===== config.mk =====
export PLATFORM = sky130hd
export DESIGN_NAME = input_debouncer
export DESIGN_NICKNAME = d
export VERILOG_FILES = /design/src/rtl/input_debouncer.sv
export SDC_FILE = /design/constraint.sdc
export NUM_CORES = 1
export LEC_CHECK = 0
export ABC_CLOCK_PERIOD_IN_PS = 3000
export CAP_MARGIN = 0
export CORE_MARGIN = 3
export CORE_UTILIZATION = 60
export DETAILED_ROUTE_END_ITERATION = 12
export GPL_TIMING_DRIVEN = 1
export PLACE_DENSITY_LB_ADDON = 0.2
export SLEW_MARGIN = 20
export SYNTH_ARGS = -nofsm -noshare
export SYNTH_HDL_FRONTEND = slang
export SYNTH_SLANG_ARGS = --single-unit

===== constraint.sdc =====
create_clock -name clk -period 3 [get_ports clk]
set_input_delay 0.9 -clock clk [delete_from_list [all_inputs] [get_ports clk]]
set_output_delay 0.9 -clock clk [all_outputs]
set_load 0.01 [all_outputs]

===== src/rtl/input_debouncer.sv =====
`default_nettype none
// ============================================================================
// Module      : input_debouncer
// Description : Conditions raw board keys and switches. Each bit is optionally
//               inverted to active-high, passed through a two-flop
//               synchroniser, then debounced by a per-bit stability counter.
//               Produces clean levels plus registered one-cycle edge strobes.
// Ports       : clk        - system clock
//               reset      - synchronous, active-high reset
//               raw_in     - asynchronous raw pins, {keys, switches}
//               stable_out - debounced, polarity-corrected levels
//               rise_pulse - one-cycle strobe per bit on stable 0->1
//               fall_pulse - one-cycle strobe per bit on stable 1->0
//               any_change - one-cycle strobe, OR of all bit strobes
// Revision    : 1.0 - initial release
// ============================================================================
module input_debouncer #(
    parameter int               WIDTH           = 8,
    parameter int               DEBOUNCE_CYCLES = 500000,
    parameter logic [WIDTH-1:0] INVERT_MASK     = WIDTH'(8'hF0),
    parameter int               CNT_W           = 19
) (
    input  logic             clk,
    input  logic             reset,
    input  logic [WIDTH-1:0] raw_in,
    output logic [WIDTH-1:0] stable_out,
    output logic [WIDTH-1:0] rise_pulse,
    output logic [WIDTH-1:0] fall_pulse,
    output logic             any_change
);

    // Terminal count: a bit flips on the cycle its counter already holds
    // this value while still disagreeing, so the counter never wraps.
    localparam logic [CNT_W-1:0] c_cnt_max = CNT_W'(DEBOUNCE_CYCLES - 1);

    logic [WIDTH-1:0] w_in_pol;
    logic [WIDTH-1:0] r_sync1;
    logic [WIDTH-1:0] r_sync2;
    logic [WIDTH-1:0] w_flip;

    // Inversion happens before the synchroniser so everything downstream
    // works in active-high terms.
    assign w_in_pol = raw_in ^ INVERT_MASK;

    always_ff @(posedge clk) begin
        if (reset) begin
            r_sync1 <= '0;
            r_sync2 <= '0;
        end else begin
            r_sync1 <= w_in_pol;
            r_sync2 <= r_sync1;
        end
    end

    generate
        for (genvar i = 0; i < WIDTH; i++) begin : g_bit
            logic [CNT_W-1:0] r_cnt;
            logic             w_diff;

            assign w_diff    = (r_sync2[i] != stable_out[i]);
            assign w_flip[i] = w_diff && (r_cnt == c_cnt_max);

            // Any single agreeing cycle restarts the count, so bounces
            // shorter than the debounce window never propagate.
            always_ff @(posedge clk) begin
                if (reset) begin
                    r_cnt <= '0;
                end else if (!w_diff || (r_cnt == c_cnt_max)) begin
                    r_cnt <= '0;
                end else begin
                    r_cnt <= r_cnt + CNT_W'(1);
                end
            end
        end
    endgenerate

    // Strobes are registered alongside stable_out so they coincide with the
    // first cycle the new level is visible.
    always_ff @(posedge clk) begin
        if (reset) begin
            stable_out <= '0;
            rise_pulse <= '0;
            fall_pulse <= '0;
            any_change <= 1'b0;
        end else begin
            stable_out <= stable_out ^ w_flip;
            rise_pulse <= w_flip & r_sync2;
            fall_pulse <= w_flip & ~r_sync2;
            any_change <= |w_flip;
        end
    end

endmodule
`default_nettype wire


==> flow_summary.yaml, run 1 <==
floorplan:
  die_h_um: 121
  die-area_mm2: 0.0147
  die_x_um: 121
  start_util_pct: 62.2
  coreArea_mm2: 0.0128
  rows: 41
  ioPinCount: 35
timing:
  setup_viol: 0
  finalCritPeriodShare_pct: 78.4
  tns_ns: 0
  finalMaxSlewViolations: 0
  rsz0062_at_grt: "false"
  finalHoldViolations: 0
  fmax_mhz: 425
  slew_headroom_pct: 48.3
  finClkSkew_ns: 0.00580
  tightest_slew_ns: 0.768
  timing.final.crit_period_ns: 2.35
clock_tree:
  cts.repair.resized: 0
  path_clk_slew_ns: 0.07
  clock_tree.root_cell: "clkbuf_16"
  cts_tree: "done"
  postCtsSetupBuffers: 0
  insertion_delay_ns: 0.44
  clk_path_buf_depth: 2
  ctsHoldBuffers: 0
  htree_levels: 4
  clkSinkCount: 193
  cts-buffers-inserted: 17
synthesis:
  ys_ff_latch: 193
  async_reset_ff_share_pct: 0
  synthTopCellsByArea: "dfxtp_1 48%, nor2_1 9.3%, xor2_1 8.1%"
  yosysTopAreaCell: "dfxtp_1"
  syn_area_mm2: 0.00797
  ys_seq_area_share_pct: 48.5
  synth-edff-count: 0
  synth_area_per_cell_um2: 9.02
  yosys.area_share.simple_pct: 31.1
  synth_compound_area_share_pct: 0.549
  yosys.area.top_type_share_pct: 48.5
  synthCells: 884
  synth_xor_area_share_pct: 15.8
  synth_ff_type: "dfxtp_1"
  synth_top_family_by_area: "simple AND/OR/NAND/NOR gates"
  synth_mux_area_share_pct: 0.628
  ys_warn_count: 0
  ys_types: 39
  syn_nets: 902
  synth_adder_area_share_pct: 1.26
worst_hold_path:
  hp-class: "reg -> reg"
layout:
  nFillCells: 940
  drive_gt1_share_pct: 4.21
  n_antenna_cell: 0
  post-route-util_pct: 71.1
  nets: 931
  regArea_mm2: 0.00386
  final_cell_mix: "198 x nor2_1, 193 x dfxtp_1, 74 x xor2_1"
  syn_to_final_growth_pct: 14.4
  instances_no_fill: 1098
  layout_commonest_cell: "nor2_1"
  multi_input_area_mm2: 0.00393
critical_path:
  required_ns: 2.10
  crit_buf_inv: 1
  worst_setup_path_start_kind: "register"
  arrival_ns: 1.45
  worstPathMaxFanout: 5
  end_kind: "output port"
  crit_chain: "clkdlybuf4s50_1"
  crit_slowest_cell: "clkdlybuf4s50_1"
  crit_type: "reg -> out"
  max_stage_delay_ns: 0.59
  crit_family: "buffers and inverters"
grt:
  gr-usage-all-layers_pct: 21.9
  grt_pass1_wl_um: 26200
  antenna_found_initial: 0
  grt_max_degree: 31
  first_global_vias: 5977
  gr-total-overflow: 0
pwr:
  p_per_area_mw_per_mm2: 580
  p_leak_nw: 2.88
  vdd_drop_max_v: 0.000467
place:
  dp_cells: 1066
  gp_congestion: 0.880
  numPortBuffers: 34
  dp_hpwl_um: 10500
route:
  avgViaCountPerCell: 5.53
  first_pass_iters: 5
  drc: 0
  dr_total_vias: 6077
  wire_per_inst_um: 14.0
  drt-total-wl_um: 15400
  antenna_left: 0
  drtIter0Drc: 371
outcome:
  status: "completed"
flow_run:
  max-cap-violations: 0
[sequential cells by signal, summed over array words and instances (netlist names), named ones only]
register     cells
fall_pulse       8
r_sync1          8
g_bit.r_cnt    152
r_sync2          8
any_change       1
rise_pulse       8
[cells in the mapped netlist, drive strengths merged (2+ instances only)]
master,n
nor4bb,5
and4,14
ha,8
nor2,198
xnor2,70
and3,19
nand2b,2
or4,4
nand4,38
nor4,12
and2,3
nand2,55
mux2i,5
nor4b,26
a21oi,3
or3,6
nand3,58
buf,4
nor3b,5
nor3,21
inv,15
xor2,74
or2,4
clkbuf,21
nor2b,13
dfxtp,193
[path summary, 6_finish.rpt]
kind	slack [ns]	endpoint	start	cells after the start
worst min register to register	0.44	r_sync2[2]	r_sync1[2]	1
worst min-delay path	0.44	r_sync2[2]	r_sync1[2]	1
worst max-delay path	0.65	stable_out[6]	register	1
worst max register to register	0.73	g_bit[1].r_cnt[2]	g_bit[1].r_cnt[0]	5
[area by class of cell]
| class | instances | share of cell area, % |
|---|---|---|
| sequential | 193 | 42.4 |
| inverter | 15 | 0.617 |
| timing repair buffer | 35 | 3.76 |
| clock inverter | 12 | 2.77 |
| tap | 172 | 2.36 |
| clock buffer | 20 | 5.01 |
| multi-input combinational | 651 | 43.1 |
[power by group]
part           switching, W   total, W  internal, W
Sequential       0.00000962    0.00258      0.00257
Clock              0.000955    0.00265      0.00170
Combinational     0.0000342  0.0000565    0.0000223
[routing by layer]
layer,GRT usage (%),up-vias,wire length [µm]
li1,-,3047,-
met1,26.6,2904,6970
met2,36.9,110,7650
met3,6.48,16,634
met4,7.49,0,164
met5,0,-,0
[through the flow]
stage	power [W]	hold WS, ns	setup slack [ns]	instance area [µm²]
floorplan	0.00268	0.414	0.875	7970
global placement	0.00270	0.422	0.838	8410
detailed placement	0.00270	0.427	0.716	8410
CTS	0.00533	0.443	0.634	9120
global route	0.00546	0.462	0.572	9120
finish	0.00529	0.438	0.647	9120
[cells by family after synthesis]
group / after synthesis
AND/OR/NAND/NOR: 487
flip-flops: 193
XOR/XNOR: 144
buffers and inverters: 40
adder cells (fa/ha/maj): 8
AO/OA/AOI/OAI: 7
multiplexers: 5
Power figures use the tool's default switching activity.
==> inputs of run 2 (changes only) <==
Settings changed: ABC_CLOCK_PERIOD_IN_PS 3000 to 2200.
Clock period 3 ns to 2.2 ns, I/O delays scaled along.
==> flow_summary.yaml, run 2 (synthesized netlist as in run 1, its figures left out) <==
critical_path:
  crit_family: "buffers and inverters"
  arrival_ns: 1.42
  crit_buf_inv: 1
  required_ns: 1.54
  r2r_end: "any_change"
  end_kind: "output port"
  rrSetupSlack_ns: 0.16
  worst_setup_path_start_kind: "register"
  r2r-start: "g_bit[5].r_cnt[6]"
  crit_slowest_cell: "clkdlybuf4s50_1"
  reg2reg_depth: 5
  crit_chain: "clkdlybuf4s50_1"
  max_stage_delay_ns: 0.57
  worstPathMaxFanout: 5
  crit_type: "reg -> out"
layout:
  post-route-util_pct: 70.9
  n_antenna_cell: 0
  drive_gt1_share_pct: 5.64
  largest_reg_flops: 152
  largest_register: "g_bit.r_cnt"
  nFillCells: 984
  fin_area_mm2: 0.00910
  multi_input_area_mm2: 0.00395
  syn_to_final_growth_pct: 14.1
  final_cell_mix: "198 x nor2_1, 193 x dfxtp_1, 74 x xor2_1"
  nets: 945
  layout_commonest_cell: "nor2_1"
  regArea_mm2: 0.00386
outcome:
  status: "completed"
timing:
  finalHoldViolations: 0
  finalCritPeriodShare_pct: 94.5
  setup_viol: 0
  tns_ns: 0
  timing.final.crit_period_ns: 2.08
  fmax_mhz: 481
  tightest_slew_ns: 0.701
  finalMaxSlewViolations: 0
  finClkSkew_ns: 0.00747
  slew_headroom_pct: 52.9
  hold_ws_ns: 0.455
  rsz0062_at_grt: "false"
pwr:
  switching_share_pct: 20.4
  p_leak_nw: 2.88
  internal_power_w: 0.00519
  pwr-share-comb_pct: 1.3
  pwr-share-clk_pct: 44.7
  power.switching_w: 0.00133
  vdd_drop_max_v: 0.000609
  p_seq_share_pct: 54.0
  p_per_area_mw_per_mm2: 717
  total_power_w: 0.00653
route:
  avgViaCountPerCell: 5.52
  drtIter0Drc: 513
  drt-total-wl_um: 15100
  antenna_left: 0
  dr_total_vias: 6137
  first_pass_iters: 5
  drc: 0
  wire_per_inst_um: 13.5
grt:
  gr-total-overflow: 0
  grt_pass1_wl_um: 26000
  antenna_found_initial: 0
  gr-usage-all-layers_pct: 21.4
  first_global_vias: 5764
  grt_max_degree: 24
clock_tree:
  postCtsSetupBuffers: 0
  clock_tree.root_cell: "clkbuf_16"
  clkSinkCount: 193
  clk_path_buf_depth: 2
  htree_levels: 4
  cts_tree: "done"
  insertion_delay_ns: 0.42
  path_clk_slew_ns: 0.07
  cts-buffers-inserted: 17
worst_hold_path:
  min_path_cells: 1
  holdPathEnd: "r_sync2[6]"
  hp-class: "reg -> reg"
  hp-start: "r_sync1[6]"
floorplan:
  die_x_um: 121
  rows: 41
  start_util_pct: 62.2
  die-area_mm2: 0.0147
  coreArea_mm2: 0.0128
  ioPinCount: 35
  die_h_um: 121
place:
  dp_hpwl_um: 10600
  gp_congestion: 0.861
  placed_area_mm2: 0.00852
  numPortBuffers: 34
flow_run:
  max-cap-violations: 0
## run 2: changes by cell type in the layout (fill, tap and decap cells not counted), sizes merged
cell / previous run / this run
clkinv: 3 / 6
clkbuf: 20 / 23
nand2: 55 / 56
clkinvlp: 1 / 2
bufinv: 7 / 1
inv: 16 / 15
buf: 2 / 15
## run 2: worst max path at each step
| stage | startpoint | end | slack, ns | cells past startpoint |
|---|---|---|---|---|
| CTS | g_bit[5].r_cnt[6] | g_bit[5].r_cnt[12] | 0.04 | 5 |
| finish | register | stable_out[5] | 0.12 | 1 |
| detailed placement | g_bit[5].r_cnt[6] | g_bit[5].r_cnt[13] | 0.06 | 5 |
| global route | g_bit[7].r_cnt[0] | g_bit[7].r_cnt[10] | 0.02 | 6 |
| global placement | g_bit[5].r_cnt[6] | g_bit[5].r_cnt[5] | 0.11 | 5 |
| floorplan | g_bit[5].r_cnt[5] | g_bit[5].r_cnt[9] | 0.07 | 8 |
## run 2: timing repair
| item | in CTS | in global routing |
|---|---|---|
| gates resized for setup | 0 | 3 |
| setup endpoints to repair | 0 | 33 |
| hold buffers | 0 | 0 |
## run 2: layer usage
layer	up-vias	share of wire, %	global-route usage [%]
met3	21	4.0	4.34
met4	0	1.6	7.70
met5	-	0	0
met1	2890	47	28.3
met2	143	48	34.9
li1	3083	-	-
## run 2: power groups by stage
stage | registers (W) | clock network (W) | logic [W]
after global routing | 0.00353 | 0.00311 | 0.0000956
after detailed placement | 0.00360 | 0 | 0.0000846
final | 0.00353 | 0.00292 | 0.0000855
after global placement | 0.00360 | 0 | 0.0000813
after CTS | 0.00353 | 0.00296 | 0.0000852
after floorplan | 0.00360 | 0 | 0.0000515
## run 2: metrics by stage
| stage | worst slack (ns) | std cells |
|---|---|---|
| finish | 0.121 | 1112 |
| global placement | 0.108 | 1079 |
| detailed placement | 0.0600 | 1079 |
| global route | 0.0203 | 1112 |
| floorplan | 0.0749 | 884 |
| CTS | 0.0431 | 1111 |
## run 2: area by class of cell
class	count	area share, %
multi-input combinational	652	43.4
clock buffer	23	5.25
sequential	193	42.5
clock inverter	9	0.908
tap	172	2.37
timing repair buffer	48	4.98
inverter	15	0.619
==> inputs of run 3 (changes only) <==
Settings changed: ABC_AREA from default to 1, ABC_CLOCK_PERIOD_IN_PS 2200 to 2230, CORE_UTILIZATION 60 to 61.
Clock period 2.2 ns to 2.23 ns, I/O delays scaled along.
==> flow_summary.yaml, run 3 <==
timing:
  timing.final.crit_period_ns: 2.08
  finalCritPeriodShare_pct: 93.3
  finalHoldViolations: 0
  tns_ns: 0
  fin_ws_ns: 0.149
  setup_viol: 0
  slew_headroom_pct: 73.0
  tightest_slew_ns: 0.402
  fmax_mhz: 481
  finalMaxSlewViolations: 0
  finClkSkew_ns: 0.0100
  hold_ws_ns: 0.403
  rsz0062_at_grt: "false"
layout:
  n_antenna_cell: 0
  instances_no_fill: 1402
  drive_gt1_share_pct: 10.1
  fin_area_mm2: 0.0100
  nets: 1227
  final_cell_mix: "193 x dfxtp_1, 190 x nand2_1, 181 x nor2_1"
  largest_reg_flops: 152
  layout_commonest_cell: "dfxtp_1"
  largest_register: "g_bit.r_cnt"
  syn_to_final_growth_pct: 13.9
outcome:
  status: "completed"
critical_path:
  required_ns: 1.56
  worstPathMaxFanout: 3
  crit_slowest_cell: "clkdlybuf4s50_1"
  crit_chain: "clkdlybuf4s50_1"
  end_kind: "output port"
  arrival_ns: 1.41
  max_stage_delay_ns: 0.57
  worst_setup_path_start_kind: "register"
  crit_buf_inv: 1
  crit_family: "buffers and inverters"
  crit_type: "reg -> out"
pwr:
  vdd_drop_max_v: 0.000597
  internal_power_w: 0.00549
  p_seq_share_pct: 50.5
  p_leak_nw: 3.63
  switching_share_pct: 20.2
  pwr-share-comb_pct: 1.5
  pwr-share-clk_pct: 48.0
  power.switching_w: 0.00139
  p_per_area_mw_per_mm2: 687
route:
  drtIter0Drc: 512
  drc: 0
  dr_total_vias: 7264
  drt-total-wl_um: 17100
  first_pass_iters: 5
  wire_per_inst_um: 12.2
  antenna_left: 0
  avgViaCountPerCell: 5.18
grt:
  grtUsageMet1_pct: 29.6
  antenna_found_initial: 0
  globalRouteMet3Util_pct: 6.02
  first_global_vias: 6863
  gr-usage-all-layers_pct: 22.9
  grt_busiest_layer: "met2"
  grt_max_degree: 21
  grt_pass1_wl_um: 30300
  globalRouteMet2Util_pct: 37.8
  gr-total-overflow: 0
clock_tree:
  postCtsSetupBuffers: 0
  htree_levels: 4
  cts.repair.resized: 0
  clock_tree.root_cell: "clkbuf_16"
  path_clk_slew_ns: 0.07
  ctsHoldBuffers: 0
  insertion_delay_ns: 0.44
  cts-buffers-inserted: 17
  clk_path_buf_depth: 2
  cts_tree: "done"
  clkSinkCount: 193
place:
  dp_cells: 1370
  gp_congestion: 0.863
  numPortBuffers: 34
  dp_slack_ns: 0.0850
  placed_area_mm2: 0.00938
  dp_hpwl_um: 12100
synthesis:
  syn_nets: 1174
  ys_ff_latch: 193
  async_reset_ff_share_pct: 0
  ys_seq_area_share_pct: 43.9
  ys_types: 46
  synth-edff-count: 0
  synth_area_per_cell_um2: 7.61
  ys_warn_count: 0
  yosys.area.top_type_share_pct: 43.9
  synth_ff_type: "dfxtp_1"
  synthTopCellsByArea: "dfxtp_1 44%, nand2_1 8.1%, nor2_1 7.7%"
  syn_area_mm2: 0.00879
  synthCells: 1156
  yosysTopAreaCell: "dfxtp_1"
  synth.cells.most_frequent: "193 x dfxtp_1, 190 x nand2_1, 181 x nor2_1"
  yosysMostFrequentCell: "dfxtp_1"
floorplan:
  ioPinCount: 35
  die-area_mm2: 0.0159
  coreArea_mm2: 0.0140
  rows: 43
  start_util_pct: 62.9
  die_h_um: 126
  die_x_um: 126
flow_run:
  max-cap-violations: 0
worst_hold_path:
  hp-class: "reg -> reg"
==> run 3: cell count changes after synthesis, sizes merged, moves of 8 or more <==
| cell | before | now |
|---|---|---|
| nor2b | 13 | 0 |
| o21ai | 1 | 22 |
| nor4b | 26 | 0 |
| inv | 15 | 160 |
| and4 | 14 | 0 |
| nand2 | 55 | 206 |
| clkbuf | 21 | 3 |
| and3 | 19 | 2 |
| a21oi | 3 | 62 |
| xor2 | 74 | 43 |
| nand3 | 58 | 93 |
| nor3 | 21 | 65 |
| xnor2 | 70 | 14 |
| nand4 | 38 | 30 |
==> run 3: final timing paths <==
kind	startpoint	to	slack (ns)	cells past startpoint
max	register	stable_out[6]	0.15	1
max reg2reg	g_bit[3].r_cnt[0]	g_bit[3].r_cnt[14]	0.40	8
min reg2reg	r_sync1[7]	r_sync2[7]	0.40	2
min	r_sync1[7]	r_sync2[7]	0.40	2
==> run 3: logic make-up (layout without fill, tap and decap cells) <==
family | after synthesis | count (layout) | synth area share [%]
xor gates and xnor gates | 57 | 57 | 5.68
AOI/OAI and AO/OA | 102 | 102 | 6.44
buffers and inverters | 172 | 238 | 7.90
and+or+nand+nor | 624 | 624 | 34.9
adders and majority gates | 8 | 8 | 1.14
DFF | 193 | 193 | 43.9
==> run 3: cell type report <==
| type | count | area (µm²) |
|---|---|---|
| multi-input combinational | 791 | 4240 |
| fill | 1128 | 3970 |
| sequential | 193 | 3860 |
| inverter | 161 | 604 |
| timing repair buffer | 45 | 448 |
| clock buffer | 18 | 429 |
| tap | 180 | 225 |
| clock inverter | 14 | 213 |
==> run 3: per-layer routing <==
metal,part of all wire (%),up-vias
li1,-,3825
met1,47,3288
met2,47,122
met3,4.1,29
met4,1.7,0
met5,0,-
==> run 3: power groups by stage <==
| stage | clock (W) | sequential, W | combinational, W |
|---|---|---|---|
| finish | 0.00331 | 0.00348 | 0.000103 |
| global route | 0.00350 | 0.00348 | 0.000117 |
| CTS | 0.00337 | 0.00347 | 0.000103 |
| detailed placement | 0 | 0.00355 | 0.000102 |
| global placement | 0 | 0.00355 | 0.000100 |
| floorplan | 0 | 0.00355 | 0.0000626 |
==> run 3: metrics by stage <==
stage | power [W] | utilization, %
2_1_floorplan | 0.00361 | -
3_3_place_gp | 0.00365 | 67.0
3_5_place_dp | 0.00366 | 67.0
4_1_cts | 0.00695 | 71.6
5_1_grt | 0.00709 | 71.6
6_report | 0.00689 | 71.6
